[config.mk]
export PLATFORM = sky130hd
export DESIGN_NAME = acq_sequencer_flat
export DESIGN_NICKNAME = d
export VERILOG_FILES = /design/src/rtl/acq_seq_pkg.sv /design/src/rtl/acq_sequencer_if.sv /design/src/rtl/acq_sequencer_phase_counter.sv /design/src/rtl/acq_sequencer.sv /design/src/flat_wrapper.sv
export SDC_FILE = /design/constraint.sdc
export NUM_CORES = 1
export LEC_CHECK = 0
export CORE_MARGIN = 2
export CORE_UTILIZATION = 48
export CTS_CLUSTER_SIZE = 8
export DETAILED_ROUTE_END_ITERATION = 6
export GPL_ROUTABILITY_DRIVEN = 0
export PLACE_DENSITY = 0.83
export SLEW_MARGIN = 20
export SYNTH_ARGS = -nofsm -noshare
export SYNTH_HDL_FRONTEND = slang
export SYNTH_SLANG_ARGS = --single-unit
[constraint.sdc]
create_clock -name adc_data_clk -period 4.1 [get_ports adc_data_clk]
set_input_delay 0.82 -clock adc_data_clk [delete_from_list [all_inputs] [get_ports adc_data_clk]]
set_output_delay 0.82 -clock adc_data_clk [all_outputs]
set_load 0.02 [all_outputs]
[src/rtl/acq_seq_pkg.sv]
// Shared types for the acquisition sequencer: state encoding, default widths
// and the small decode helpers used by the top level.
package acq_seq_pkg;

   localparam int CNT_W_DEF = 16;
   localparam int RX_W_DEF  = 32;

   typedef enum logic [2:0] {
      S_IDLE  = 3'd0,
      S_ARMED = 3'd1,
      S_TX    = 3'd2,
      S_DELAY = 3'd3,
      S_RX    = 3'd4,
      S_GAP   = 3'd5,
      S_DONE  = 3'd6
   } acq_state_e;

   // Debug pins carry the raw state code so a scope trace reads directly.
   function automatic logic [2:0] state_dbg_enc(input acq_state_e s);
      return 3'(s);
   endfunction

   function automatic logic is_busy(input acq_state_e s);
      return (s inside {S_TX, S_DELAY, S_RX, S_GAP, S_DONE});
   endfunction

endpackage

[src/rtl/acq_sequencer_if.sv]
// Host-side configuration/trigger bundle and DAC/FIFO control outputs of the
// acquisition sequencer.
interface acq_sequencer_if
   import acq_seq_pkg::*;
#(
   parameter int CNT_W = CNT_W_DEF,
   parameter int RX_W  = RX_W_DEF
);
   logic [CNT_W-1:0] cfg_tx_cycles;
   logic [CNT_W-1:0] cfg_rx_delay;
   logic [RX_W-1:0]  cfg_rx_samples;
   logic [CNT_W-1:0] cfg_gap;
   logic [CNT_W-1:0] cfg_shots;
   logic             acq_start;
   logic             acq_abort;
   logic             ready_in;
   logic             fifo_prog_full;

   logic             tx_en;
   logic             fifo_wr_en;
   logic             busy;
   logic             acq_done;
   logic             aborted;
   logic             overflow;
   logic [CNT_W-1:0] shot_idx;
   logic [2:0]       state_dbg;

   modport master (
      output cfg_tx_cycles, cfg_rx_delay, cfg_rx_samples, cfg_gap, cfg_shots,
             acq_start, acq_abort, ready_in, fifo_prog_full,
      input  tx_en, fifo_wr_en, busy, acq_done, aborted, overflow,
             shot_idx, state_dbg
   );

   modport slave (
      input  cfg_tx_cycles, cfg_rx_delay, cfg_rx_samples, cfg_gap, cfg_shots,
             acq_start, acq_abort, ready_in, fifo_prog_full,
      output tx_en, fifo_wr_en, busy, acq_done, aborted, overflow,
             shot_idx, state_dbg
   );
endinterface

[src/rtl/acq_sequencer_phase_counter.sv]
// Loadable down-counter; terminal flag is high while the count sits at zero.
// Loading length-1 on phase entry makes the phase last exactly 'length' clocks.
module acq_phase_counter #(
   parameter int W = 16
) (
   input  logic         clk_i,
   input  logic         rst_i,
   input  logic         load_i,
   input  logic [W-1:0] load_val_i,
   output logic         term_o
);
   logic [W-1:0] cnt_q;

   always_ff @(posedge clk_i) begin
      if (rst_i)               cnt_q <= '0;
      else if (load_i)         cnt_q <= load_val_i;
      else if (cnt_q != '0)    cnt_q <= cnt_q - W'(1);
   end

   assign term_o = (cnt_q == '0);
endmodule

[src/rtl/acq_sequencer.sv]
// Triggered multi-shot acquisition sequencer: TX window, TX-to-RX delay, exact
// length FIFO write window and inter-shot gap, repeated for the latched shot count.
module acq_sequencer
   import acq_seq_pkg::*;
#(
   parameter int CNT_W = CNT_W_DEF,
   parameter int RX_W  = RX_W_DEF
) (
   input  logic            adc_data_clk,
   input  logic            reset,
   acq_sequencer_if.slave  bus
);
   acq_state_e       state_q, state_d;

   logic [CNT_W-1:0] tx_m1_q, delay_q, gap_q, last_shot_q, shot_idx_q;
   logic [RX_W-1:0]  samples_q;
   logic             tx_en_q, wr_en_q, busy_q, done_q, aborted_q, ovf_q;
   logic [2:0]       dbg_q;

   logic             ph_load, rx_load, ph_term, rx_term;
   logic [CNT_W-1:0] ph_val;
   logic [RX_W-1:0]  rx_val;
   logic             shot_inc, start_acc, abort_acc;

   acq_state_e       post_rx_s;
   logic             post_rx_load, post_rx_inc;
   logic [CNT_W-1:0] post_rx_val;

   function automatic logic [CNT_W-1:0] len_m1(input logic [CNT_W-1:0] v);
      return (v == '0) ? '0 : v - CNT_W'(1);
   endfunction

   acq_phase_counter #(.W(CNT_W)) u_ph_cnt (
      .clk_i      (adc_data_clk),
      .rst_i      (reset),
      .load_i     (ph_load),
      .load_val_i (ph_val),
      .term_o     (ph_term)
   );

   acq_phase_counter #(.W(RX_W)) u_rx_cnt (
      .clk_i      (adc_data_clk),
      .rst_i      (reset),
      .load_i     (rx_load),
      .load_val_i (rx_val),
      .term_o     (rx_term)
   );

   // Successor of the RX window; also used when RX is skipped entirely.
   always_comb begin
      post_rx_s    = S_DONE;
      post_rx_load = 1'b0;
      post_rx_inc  = 1'b0;
      post_rx_val  = tx_m1_q;
      if (gap_q != '0) begin
         post_rx_s    = S_GAP;
         post_rx_load = 1'b1;
         post_rx_val  = gap_q - CNT_W'(1);
      end else if (shot_idx_q != last_shot_q) begin
         post_rx_s    = S_TX;
         post_rx_load = 1'b1;
         post_rx_inc  = 1'b1;
      end
   end

   always_comb begin
      state_d   = state_q;
      ph_load   = 1'b0;
      ph_val    = '0;
      rx_load   = 1'b0;
      rx_val    = '0;
      shot_inc  = 1'b0;
      start_acc = 1'b0;
      abort_acc = 1'b0;
      case (state_q)
         S_IDLE:
            if (bus.ready_in && !bus.fifo_prog_full) state_d = S_ARMED;
         S_ARMED:
            if (!bus.ready_in) state_d = S_IDLE;
            else if (bus.acq_start && !bus.acq_abort) begin
               start_acc = 1'b1;
               state_d   = S_TX;
               ph_load   = 1'b1;
               ph_val    = len_m1(bus.cfg_tx_cycles);
            end
         S_TX:
            if (ph_term) begin
               if (delay_q != '0) begin
                  state_d = S_DELAY;
                  ph_load = 1'b1;
                  ph_val  = delay_q - CNT_W'(1);
               end else if (samples_q != '0) begin
                  state_d = S_RX;
                  rx_load = 1'b1;
                  rx_val  = samples_q - RX_W'(1);
               end else begin
                  state_d  = post_rx_s;
                  ph_load  = post_rx_load;
                  ph_val   = post_rx_val;
                  shot_inc = post_rx_inc;
               end
            end
         S_DELAY:
            if (ph_term) begin
               if (samples_q != '0) begin
                  state_d = S_RX;
                  rx_load = 1'b1;
                  rx_val  = samples_q - RX_W'(1);
               end else begin
                  state_d  = post_rx_s;
                  ph_load  = post_rx_load;
                  ph_val   = post_rx_val;
                  shot_inc = post_rx_inc;
               end
            end
         S_RX:
            if (rx_term) begin
               state_d  = post_rx_s;
               ph_load  = post_rx_load;
               ph_val   = post_rx_val;
               shot_inc = post_rx_inc;
            end
         S_GAP:
            if (ph_term) begin
               if (shot_idx_q == last_shot_q) state_d = S_DONE;
               else begin
                  state_d  = S_TX;
                  ph_load  = 1'b1;
                  ph_val   = tx_m1_q;
                  shot_inc = 1'b1;
               end
            end
         S_DONE:  state_d = S_IDLE;
         default: state_d = S_IDLE;
      endcase

      if (bus.acq_abort && is_busy(state_q)) begin
         state_d   = S_IDLE;
         abort_acc = 1'b1;
         ph_load   = 1'b0;
         rx_load   = 1'b0;
         shot_inc  = 1'b0;
      end
   end

   // Outputs are decoded from the next state so each phase output lines up
   // with the cycle the state register enters that phase.
   always_ff @(posedge adc_data_clk) begin
      if (reset) begin
         state_q     <= S_IDLE;
         tx_en_q     <= 1'b0;
         wr_en_q     <= 1'b0;
         busy_q      <= 1'b0;
         done_q      <= 1'b0;
         aborted_q   <= 1'b0;
         ovf_q       <= 1'b0;
         dbg_q       <= 3'd0;
         shot_idx_q  <= '0;
         tx_m1_q     <= '0;
         delay_q     <= '0;
         gap_q       <= '0;
         last_shot_q <= '0;
         samples_q   <= '0;
      end else begin
         state_q   <= state_d;
         tx_en_q   <= (state_d == S_TX);
         wr_en_q   <= (state_d == S_RX) && !bus.fifo_prog_full;
         busy_q    <= is_busy(state_d);
         done_q    <= (state_d == S_DONE);
         aborted_q <= abort_acc;
         dbg_q     <= state_dbg_enc(state_d);
         if (start_acc) begin
            tx_m1_q     <= len_m1(bus.cfg_tx_cycles);
            delay_q     <= bus.cfg_rx_delay;
            samples_q   <= bus.cfg_rx_samples;
            gap_q       <= bus.cfg_gap;
            last_shot_q <= len_m1(bus.cfg_shots);
            shot_idx_q  <= '0;
            ovf_q       <= 1'b0;
         end else begin
            if (shot_inc) shot_idx_q <= shot_idx_q + CNT_W'(1);
            if ((state_d == S_RX) && bus.fifo_prog_full) ovf_q <= 1'b1;
         end
      end
   end

   assign bus.tx_en      = tx_en_q;
   assign bus.fifo_wr_en = wr_en_q;
   assign bus.busy       = busy_q;
   assign bus.acq_done   = done_q;
   assign bus.aborted    = aborted_q;
   assign bus.overflow   = ovf_q;
   assign bus.shot_idx   = shot_idx_q;
   assign bus.state_dbg  = dbg_q;
endmodule

[src/flat_wrapper.sv]
// flat-port wrapper written by rule: the top's interface ports become plain ports
module acq_sequencer_flat import acq_seq_pkg::*;
#(
   parameter int CNT_W = CNT_W_DEF,
   parameter int RX_W  = RX_W_DEF
)
  (adc_data_clk, reset, bus_cfg_tx_cycles, bus_cfg_rx_delay, bus_cfg_rx_samples, bus_cfg_gap, bus_cfg_shots, bus_acq_start, bus_acq_abort, bus_ready_in, bus_fifo_prog_full, bus_tx_en, bus_fifo_wr_en, bus_busy, bus_acq_done, bus_aborted, bus_overflow, bus_shot_idx, bus_state_dbg);
  acq_sequencer_if #(.CNT_W(CNT_W), .RX_W(RX_W)) bus_i ();
  input  logic adc_data_clk;
  input  logic reset;
  input wire logic [$bits(bus_i.cfg_tx_cycles)-1:0] bus_cfg_tx_cycles;
  input wire logic [$bits(bus_i.cfg_rx_delay)-1:0] bus_cfg_rx_delay;
  input wire logic [$bits(bus_i.cfg_rx_samples)-1:0] bus_cfg_rx_samples;
  input wire logic [$bits(bus_i.cfg_gap)-1:0] bus_cfg_gap;
  input wire logic [$bits(bus_i.cfg_shots)-1:0] bus_cfg_shots;
  input wire logic [$bits(bus_i.acq_start)-1:0] bus_acq_start;
  input wire logic [$bits(bus_i.acq_abort)-1:0] bus_acq_abort;
  input wire logic [$bits(bus_i.ready_in)-1:0] bus_ready_in;
  input wire logic [$bits(bus_i.fifo_prog_full)-1:0] bus_fifo_prog_full;
  output wire logic [$bits(bus_i.tx_en)-1:0] bus_tx_en;
  output wire logic [$bits(bus_i.fifo_wr_en)-1:0] bus_fifo_wr_en;
  output wire logic [$bits(bus_i.busy)-1:0] bus_busy;
  output wire logic [$bits(bus_i.acq_done)-1:0] bus_acq_done;
  output wire logic [$bits(bus_i.aborted)-1:0] bus_aborted;
  output wire logic [$bits(bus_i.overflow)-1:0] bus_overflow;
  output wire logic [$bits(bus_i.shot_idx)-1:0] bus_shot_idx;
  output wire logic [$bits(bus_i.state_dbg)-1:0] bus_state_dbg;
  assign bus_i.cfg_tx_cycles = bus_cfg_tx_cycles;
  assign bus_i.cfg_rx_delay = bus_cfg_rx_delay;
  assign bus_i.cfg_rx_samples = bus_cfg_rx_samples;
  assign bus_i.cfg_gap = bus_cfg_gap;
  assign bus_i.cfg_shots = bus_cfg_shots;
  assign bus_i.acq_start = bus_acq_start;
  assign bus_i.acq_abort = bus_acq_abort;
  assign bus_i.ready_in = bus_ready_in;
  assign bus_i.fifo_prog_full = bus_fifo_prog_full;
  assign bus_tx_en = bus_i.tx_en;
  assign bus_fifo_wr_en = bus_i.fifo_wr_en;
  assign bus_busy = bus_i.busy;
  assign bus_acq_done = bus_i.acq_done;
  assign bus_aborted = bus_i.aborted;
  assign bus_overflow = bus_i.overflow;
  assign bus_shot_idx = bus_i.shot_idx;
  assign bus_state_dbg = bus_i.state_dbg;
  acq_sequencer #(.CNT_W(CNT_W), .RX_W(RX_W)) u_core (.adc_data_clk(adc_data_clk), .reset(reset), .bus(bus_i));
endmodule
==> metrics, run 1 <==
drt initial violations=1058; # DRC=0; post-DP HPWL=19900 µm; maxcap violations=0; Nets=1477; GRT overflow=0; clock skew=12.8 ps; Required @ worst endpoint=4380 ps; Via Count=9611; # fillers=1762; period utilization=0.806; setup_tns=0 ps; Num Clock Sinks=169; largest net degree at the start of global routing=77; post-CTS resize count=0; Via-to-Cell Ratio=5.86; Crit-path slowest cell=or4_1; worst-case reg-to-reg path depth=7; fin crit period=3310 ps; WL per Instance=16.6 µm; clock buffer depth=2; n_diodes=0; gate count of the mapped netlist=1272; Final Setup Violations=0; final-report max-slew violation count=0; Total Power=5.86 mW; crit path launch type=register; die height=146 µm; share of layout cells above drive strength 1=0.0487; crit path cell chain=nor4_1 > nand4b_2 > or4_1 > a2bb2oi_1 > o221a_2 > nor4b_1 > nor3_1; CP max FO=32; WS Path Type=reg -> reg; Routed WL=27200 µm; number of global-route vias before repair=9037; total track usage=0.255; CTS tree=built; synth top area cells=dfxtp_1 35%, nand2_1 8.9%, a21oi_1 7.1%; Initial Util=0.494; library cells used by synthesis=72; Lkg Pwr=4.13 nW; initial antenna violation count=0; Die Area=21300 µm²; Post-CTS Hold Fix Bufs=0; Pre-antenna DRT Iters=5; P&R area growth vs syn=20.7%; status=finished, final reports clean; PD cells=502 nW/µm²; Hold Crit Class=reg -> reg; Hold WS=482 ps; Mapped Avg Cell Area=7.60 µm²; dominant synthesized flop cell=dfxtp_1; endpoint class of the critical path=register; worst vdd ir=0.298 mV; FF/Latch Area=3380 µm²; Fmax=302 MHz; Clock Tree Root=clkbuf_16; WHS Path Cells=2; core area=19600 µm²; placed instance count=1609; die width=146 µm; CP max stage delay=630 ps; final hold violation count=0; Seq/Total Area, Yosys=0.350; post-route insts no fill=1640; H-tree depth=4; Mapped Area=9670 µm²; Post-synth EDFFs=0; IO Port Bufs=126; first-pass GRT wire length=45000 µm; Synth Warn #=0; RSZ-0062 raised after global routing=false; WP data arrival=3590 ps; DRT antenna net count=0; Skew-Pair Late Insertion Delay=430 ps; setup bufs post-CTS=0; Top-Level Pins=127; placement row count=51; area leader, netlist=dfxtp_1; CTS buffer count=17; Post-Synthesis Net Count=1386; worst-margin pin slew=956 ps; #FFs+latches synth=169; relative slew slack=0.363; clock slew at reported path FFs=70 ps; share of flip-flops with an asynchronous set or reset=0; Multi-input gate area=5950 µm²; share of the synthesized area in the top cell type=0.350
routing by layer:
layer / up-vias / wire [µm] / track usage
li1: 4712 / - / -
met2: 394 / 12300 / 0.413
met3: 53 / 2040 / 0.0389
met5: - / 0 / 0
met4: 0 / 698 / 0.0863
met1: 4452 / 12200 / 0.348
layout by cell type, fill, tap and decap left out, types with 5 or more instances in the layout:
master / n
a211oi_1: 17
o21ai_0: 29
a32oi_1: 6
nand2b_1: 6
clkbuf_16: 17
nor4_1: 43
nor2_1: 117
a21oi_1: 138
nor3b_1: 9
o211ai_1: 8
buf_4: 15
nand3b_1: 7
nand3_1: 25
and3_1: 8
nor3_1: 45
inv_1: 20
xnor2_1: 73
dfxtp_1: 169
ha_1: 12
clkdlybuf4s50_1: 125
nand4_1: 24
o21ai_1: 15
xor2_1: 56
or4_1: 20
a311oi_1: 10
o31ai_1: 13
and2_1: 6
nand2_1: 230
or3_1: 26
clkinvlp_4: 5
flip-flops by register name, summed over array words and instances (netlist names), 3 cells and up:
register / flops
u_core.last_shot_q: 16
u_core.state_q: 3
u_core.bus.shot_idx: 16
u_core.u_rx_cnt.cnt_q: 32
u_core.delay_q: 16
u_core.gap_q: 16
u_core.samples_q: 32
u_core.u_ph_cnt.cnt_q: 16
u_core.tx_m1_q: 16
per-stage QoR:
| stage | worst slack [ps] | utilization | cell area (µm²) |
|---|---|---|---|
| after detailed placement | 676 | 0.567 | 11100 |
| final | 794 | 0.596 | 11700 |
| after global placement | 770 | 0.567 | 11100 |
| after global routing | 603 | 0.596 | 11700 |
| after floorplan | 1380 | - | 9670 |
| after CTS | 884 | 0.596 | 11700 |
final cells by class:
class	count	share of cell area
tap	265	0.0284
multi-input combinational	1015	0.510
sequential	169	0.290
inverter	20	0.00643
clock inverter	11	0.0107
clock buffer	20	0.0374
timing repair buffer	140	0.117
power breakdown:
group	switching, mW	internal (mW)	total [mW]
sequential	0.232	1.86	2.09
combinational	1.27	0.945	2.22
clock	0.658	0.893	1.55
total	2.16	3.70	5.86
cells in the mapped netlist (24+ instances only):
| master | n |
|---|---|
| xor2_1 | 56 |
| nand2_1 | 230 |
| nor3_1 | 47 |
| a21oi_1 | 138 |
| o21ai_0 | 29 |
| nand4_1 | 24 |
| xnor2_1 | 73 |
| clkbuf_1 | 49 |
| nand3_1 | 25 |
| dfxtp_1 | 169 |
| nor2_1 | 118 |
| nor4_1 | 43 |
| or3_1 | 26 |
worst max-delay path: cells and delay by family (launching register included):
family / cells / cell delay, ps
compound gates: 2 / 840
flops: 1 / 360
simple gates: 5 / 1950
cells by family (layout without fill, tap and decap cells):
family,Yosys count,count (layout),share of synthesized area
simple gates,597,597,0.305
compound gates,273,273,0.172
flops,169,169,0.350
xor+xnor,129,129,0.117
buf+inv,88,191,0.0364
fa+ha+maj,12,12,0.0155
mux,4,4,0.00440
final timing paths:
path / end / slack [ps] / startpoint
worst min-delay path: u_core.tx_m1_q[4] / 480 / u_core.tx_m1_q[4]
worst max register to register: u_core.u_ph_cnt.cnt_q[10] / 790 / u_core.samples_q[9]
worst min register to register: u_core.tx_m1_q[4] / 480 / u_core.tx_m1_q[4]
worst max-delay path: u_core.u_ph_cnt.cnt_q[10] / 790 / u_core.samples_q[9]
(Power assumes the default switching activity.)
==> run 2: changes to the inputs <==
--- a/config.mk
+++ b/config.mk
@@ -10,7 +10,7 @@
 export CTS_CLUSTER_SIZE = 8
 export DETAILED_ROUTE_END_ITERATION = 6
 export GPL_ROUTABILITY_DRIVEN = 0
-export PLACE_DENSITY = 0.83
+export PLACE_DENSITY = 0.86
 export SLEW_MARGIN = 20
 export SYNTH_ARGS = -nofsm -noshare
 export SYNTH_HDL_FRONTEND = slang
==> constraint.sdc (replaced) <==
create_clock -name adc_data_clk -period 2.68 [get_ports adc_data_clk]
set_input_delay 0.536 -clock adc_data_clk [delete_from_list [all_inputs] [get_ports adc_data_clk]]
set_output_delay 0.536 -clock adc_data_clk [all_outputs]
set_load 0.02 [all_outputs]
==> run 2 against run 1 <==
Compared with the run above: the run now ends with design-rule violations, negative setup slack left; maximum frequency rose by 19%; final cell count up 11%; global-route usage up 3.7 points; sequential power grew 51%; combinational power up 110%; clock power up 59%; routed wire length rose by 25%; via count increased by 17%; worst setup slack got worse by 900 ps; critical path type unchanged; highest routed layer unchanged.
==> metrics, run 2 (same netlist as run 1, synthesis figures left out) <==
die height=146 µm; worst-margin pin slew=1100 ps; setup_tns=-200 ps; H-tree depth=4; WP data arrival=3060 ps; DRT antenna net count=0; fin crit period=2780 ps; P&R area growth vs syn=39.5%; setup slack, reg-to-reg=-100 ps; worst-case reg-to-reg path depth=8; post-DP HPWL=22700 µm; first-pass GRT wire length=51300 µm; GRT overflow=0; number of global-route vias before repair=10300; Nets=1658; Skew-Pair Late Insertion Delay=440 ps; CTS buffer count=17; DP Area=12400 µm²; Final WS setup=-102 ps; CTS tree=built; IO Port Bufs=126; Die Area=21300 µm²; CP max FO=3; Final Setup Violations=4; Routed WL=34200 µm; Hold Crit Class=reg -> reg; largest net degree at the start of global routing=104; worst vdd ir=0.520 mV; Clock Tree Root=clkbuf_16; commonest cells after routing, fill and taps aside=230 x nand2_1, 180 x buf_4, 163 x dfxtp_1, 132 x a21oi_1, 125 x clkdlybuf4s50_1; hold endpoint=u_core.last_shot_q[11]; initial antenna violation count=0; PD cells=756 nW/µm²; WHS Path Cells=2; Via-to-Cell Ratio=6.17; core area=19600 µm²; Initial Util=0.494; total track usage=0.292; Lkg Pwr=5.22 nW; R2R Path Start=u_core.gap_q[7]; placement row count=51; relative slew slack=0.269; clock slew at reported path FFs=70 ps; Pre-antenna DRT Iters=7; share of layout cells above drive strength 1=0.193; failing checks=design-rule violations, negative setup slack; Gate power share=0.450; Clk network pwr share=0.241; endpoint class of the critical path=register; hold_sp=u_core.last_shot_q[11]; final hold violation count=0; final-report max-slew violation count=0; sw frac=0.377; period utilization=1.04; RSZ-0062 raised after global routing=true; die width=146 µm; WL per Instance=18.7 µm; # DRC=10; WS Path Type=reg -> reg; fin area=13500 µm²; Via Count=11200; net switching power figure=3.84 mW; most common cell after layout, fill and taps aside=nand2_1; worst flop-to-flop path endpoint=u_core.u_ph_cnt.cnt_q[15]; drt initial violations=1654; Top-Level Pins=127; clock skew=9.58 ps; n_diodes=0; maxcap violations=0; status=finished with violations; Top Registers=u_core.samples_q x32, u_core.u_rx_cnt.cnt_q x32; internal power=6.36 mW; Total Power=10.2 mW; share of power burned in registers=0.310; crit path launch type=register; Num Clock Sinks=169; Required @ worst endpoint=2960 ps; Fmax=359 MHz; clock buffer depth=2
## run 2: cell count changes in the layout (fill, tap and decap cells not counted), moves of 6 or more
cell     delta
nor4_1      -6
a21oi_1     -6
a21oi_2     +6
dfxtp_2     +6
dfxtp_1     -6
buf_12      +6
buf_4     +165
## run 2: what timing repair did
item / CTS / global route
resized for setup: 12 / 57
setup endpoints to repair: 47 / 44
pin swaps: 4 / 33
hold buffers: 0 / 0
cloned: 1 / 4
buffers inserted: 5 / 9
## run 2: how the worst max path moves through the flow
stage / from / endpoint / slack (ps) / cells after the start
floorplan: u_core.bus.shot_idx[10] / u_core.u_ph_cnt.cnt_q[4] / 20 / 9
global placement: bus_acq_abort / u_core.bus.overflow / -230 / 6
detailed placement: bus_acq_abort / u_core.bus.shot_idx[11] / -250 / 8
CTS: u_core.u_rx_cnt.cnt_q[8] / u_core.u_ph_cnt.cnt_q[8] / 2 / 9
global route: u_core.delay_q[0] / u_core.u_ph_cnt.cnt_q[12] / -130 / 11
finish: u_core.gap_q[7] / u_core.u_ph_cnt.cnt_q[15] / -100 / 8
## run 2: area by class of cell
class / count / area (µm²)
repair buffers: 319 / 2840
flip-flops and latches: 169 / 3390
clock buffers: 23 / 498
fillers: 1365 / 6100
clock inverters: 9 / 90.1
multi-input cells: 1017 / 6260
well taps: 265 / 332
inverters: 20 / 75.1
## run 2: metrics by stage
step | std cells | worst slack [ps] | hold WS (ps) | utilization
final | 1822 | -102 | 478 | 0.689
after global routing | 1822 | -135 | 498 | 0.689
after CTS | 1809 | 1.94 | 470 | 0.669
after detailed placement | 1771 | -248 | 463 | 0.633
after global placement | 1771 | -229 | 442 | 0.633
after floorplan | 1272 | 24.0 | 433 | -
## run 2: metal layers
metal | share of wire | track usage | up-vias
met5 | 0 | 0 | -
met4 | 0.054 | 0.116 | 0
met3 | 0.10 | 0.0508 | 205
met2 | 0.46 | 0.489 | 780
met1 | 0.38 | 0.374 | 5176
li1 | - | - | 5087
## run 2: critical path, stage by stage, from the launching register on
cell,delay [ps]
dfxtp_1,320
or4_1,590
buf_4,180
or3_1,360
nor2_1,230
a32o_1,170
nor3_1,60
a222oi_1,540
a311oi_1,180
## run 2: power by group through the flow
stage / combinational (mW) / clock, mW / sequential [mW]
global placement: 3.86 / 0 / 3.16
CTS: 4.12 / 2.44 / 3.13
finish: 4.59 / 2.46 / 3.16
detailed placement: 3.99 / 0 / 3.18
floorplan: 2.53 / 0 / 3.17
global route: 4.92 / 2.55 / 3.19
==> run 3: changes to the inputs <==
--- a/config.mk
+++ b/config.mk
@@ -6,11 +6,11 @@
 export NUM_CORES = 1
 export LEC_CHECK = 0
 export CORE_MARGIN = 2
-export CORE_UTILIZATION = 48
+export CORE_UTILIZATION = 51
 export CTS_CLUSTER_SIZE = 8
 export DETAILED_ROUTE_END_ITERATION = 6
 export GPL_ROUTABILITY_DRIVEN = 0
-export PLACE_DENSITY = 0.86
+export PLACE_DENSITY = 0.9
 export SLEW_MARGIN = 20
 export SYNTH_ARGS = -nofsm -noshare
 export SYNTH_HDL_FRONTEND = slang
==> run 3 against run 2 <==
Compared with the run above: the flow still finishes with violations (design-rule violations, negative setup slack); total power grew 4.6%; maximum frequency shrank 12%; worst setup slack lost 370 ps; sequential power grew 2%; critical path type unchanged; largest power group unchanged.
==> metrics, run 3 (same netlist as run 1, synthesis figures left out) <==
Required @ worst endpoint=3030 ps; crit path launch type=register; fin crit period=3160 ps; WP data arrival=3510 ps; WL per Instance=21.7 µm; sw frac=0.390; setup_tns=-19190 ps; Post-CTS Hold Fix Bufs=0; Routed WL=39100 µm; Top-Level Pins=127; crit path buf inv count=2; net switching power figure=4.16 mW; Clk network pwr share=0.238; PD cells=795 nW/µm²; CP max stage delay=600 ps; crit-path leading delay family=simple AND/OR/NAND/NOR gates; initial antenna violation count=0; fin area=13400 µm²; Top Registers=u_core.samples_q x32, u_core.u_rx_cnt.cnt_q x32; share of power burned in registers=0.301; Final Setup Violations=69; commonest cells after routing, fill and taps aside=230 x nand2_1, 196 x buf_4, 166 x dfxtp_1, 133 x a21oi_1, 125 x clkdlybuf4s50_1; Via Count=12000; Die Area=20100 µm²; Total Power=10.7 mW; placed instance count=1747; Critical Path Start=u_core.samples_q[0]; clock slew at reported path FFs=70 ps; relative slew slack=0.472; placement row count=50; clock buffer depth=2; WS Path Type=reg -> reg; CP max FO=7; drt initial violations=2136; die width=142 µm; first-pass GRT wire length=54400 µm; n_diodes=0; post-route insts no fill=1799; hold_sp=u_core.tx_m1_q[12]; failing checks=design-rule violations, negative setup slack; Hold Crit Class=reg -> reg; core area=18600 µm²; Pre-antenna DRT Iters=7; IO Port Bufs=126; number of global-route vias before repair=11100; share of layout cells above drive strength 1=0.192; post-place setup slack=-193 ps; RSZ-0062 raised after global routing=true; status=finished with violations; period utilization=1.18; Num Clock Sinks=169; # DRC=5; maxcap violations=0; Fmax=317 MHz; DP Area=12400 µm²; clock skew=16.2 ps; GRT overflow=0; total track usage=0.338; Crit-path slowest cell=or4_4; most common cell after layout, fill and taps aside=nand2_1; H-tree depth=4; internal power=6.51 mW; die height=142 µm; P&R area growth vs syn=38.8%; worst vdd ir=0.581 mV; Final WS setup=-477 ps; Gate power share=0.462; DRT antenna net count=0; endpoint class of the critical path=register; CTS tree=built; Clock Tree Root=clkbuf_16; CTS buffer count=17; Lkg Pwr=5.25 nW; final hold violation count=0; final-report max-slew violation count=0; Initial Util=0.519; largest net degree at the start of global routing=81; Via-to-Cell Ratio=6.67; Skew-Pair Late Insertion Delay=450 ps; R2R Path Start=u_core.samples_q[0]; worst-margin pin slew=783 ps; post-DP HPWL=23300 µm; crit path cell chain=inv_2 > ha_4 > nor4b_4 > nand4b_4 > or4_4 > a2bb2oi_4 > o221a_4 > buf_4 > a21oi_1 > a311oi_1; Nets=1667
run 3: cell count changes in the layout (fill, tap and decap cells not counted), moves of 3 or more:
cell	before	now
buf_4	180	196
clkbuf_1	1	4
dfxtp_2	6	3
dfxtp_1	163	166
clkinv_4	4	0
clkbuf_8	5	2
buf_6	5	2
run 3: timing repair:
item	4_1_cts	5_1_grt
pin swaps	9	17
endpoints found under the setup margin	55	49
gates cloned	1	1
gates resized for setup	14	44
endpoints found under the hold margin	0	0
setup buffers	4	15
run 3: final cells by class:
type / instances / area (µm²)
Clock buffer: 23 / 468
Clock inverter: 8 / 120
Fill cell: 1177 / 5220
Inverter: 20 / 75.1
Multi-Input combinational cell: 1017 / 6240
Sequential cell: 169 / 3390
Tap cell: 234 / 293
Timing Repair Buffer: 328 / 2850
run 3: worst min-delay path, delay by kind of cell, from the launching register on:
family          cells  cell delay, ps
compound gates      1              50
flops               1             330
simple gates        1              60
run 3: final timing paths:
kind / depth (start not counted) / to / slack [ps]
max: 10 / u_core.u_ph_cnt.cnt_q[7] / -480
min: 2 / u_core.tx_m1_q[12] / 480
max reg2reg: 10 / u_core.u_ph_cnt.cnt_q[7] / -480
min reg2reg: 2 / u_core.tx_m1_q[12] / 480
run 3: power groups by stage:
stage,Combinational [mW],Clock (mW),Sequential [mW]
2_1_floorplan,2.53,0,3.17
3_3_place_gp,3.99,0,3.14
3_5_place_dp,4.16,0,3.16
4_1_cts,4.34,2.51,3.12
5_1_grt,5.16,2.62,3.22
6_report,4.93,2.54,3.21
run 3: metal layers:
metal / up-vias / share of wire / global-route usage
li1: 5097 / - / -
met1: 5383 / 0.34 / 0.406
met2: 1147 / 0.44 / 0.550
met3: 379 / 0.13 / 0.0871
met4: 0 / 0.091 / 0.193
met5: - / 0 / 0
run 3: per-stage QoR:
stage	util	hold WS (ps)
4_1_cts	0.702	470
5_1_grt	0.720	493
2_1_floorplan	-	433
3_5_place_dp	0.664	447
3_3_place_gp	0.664	444
6_report	0.720	480
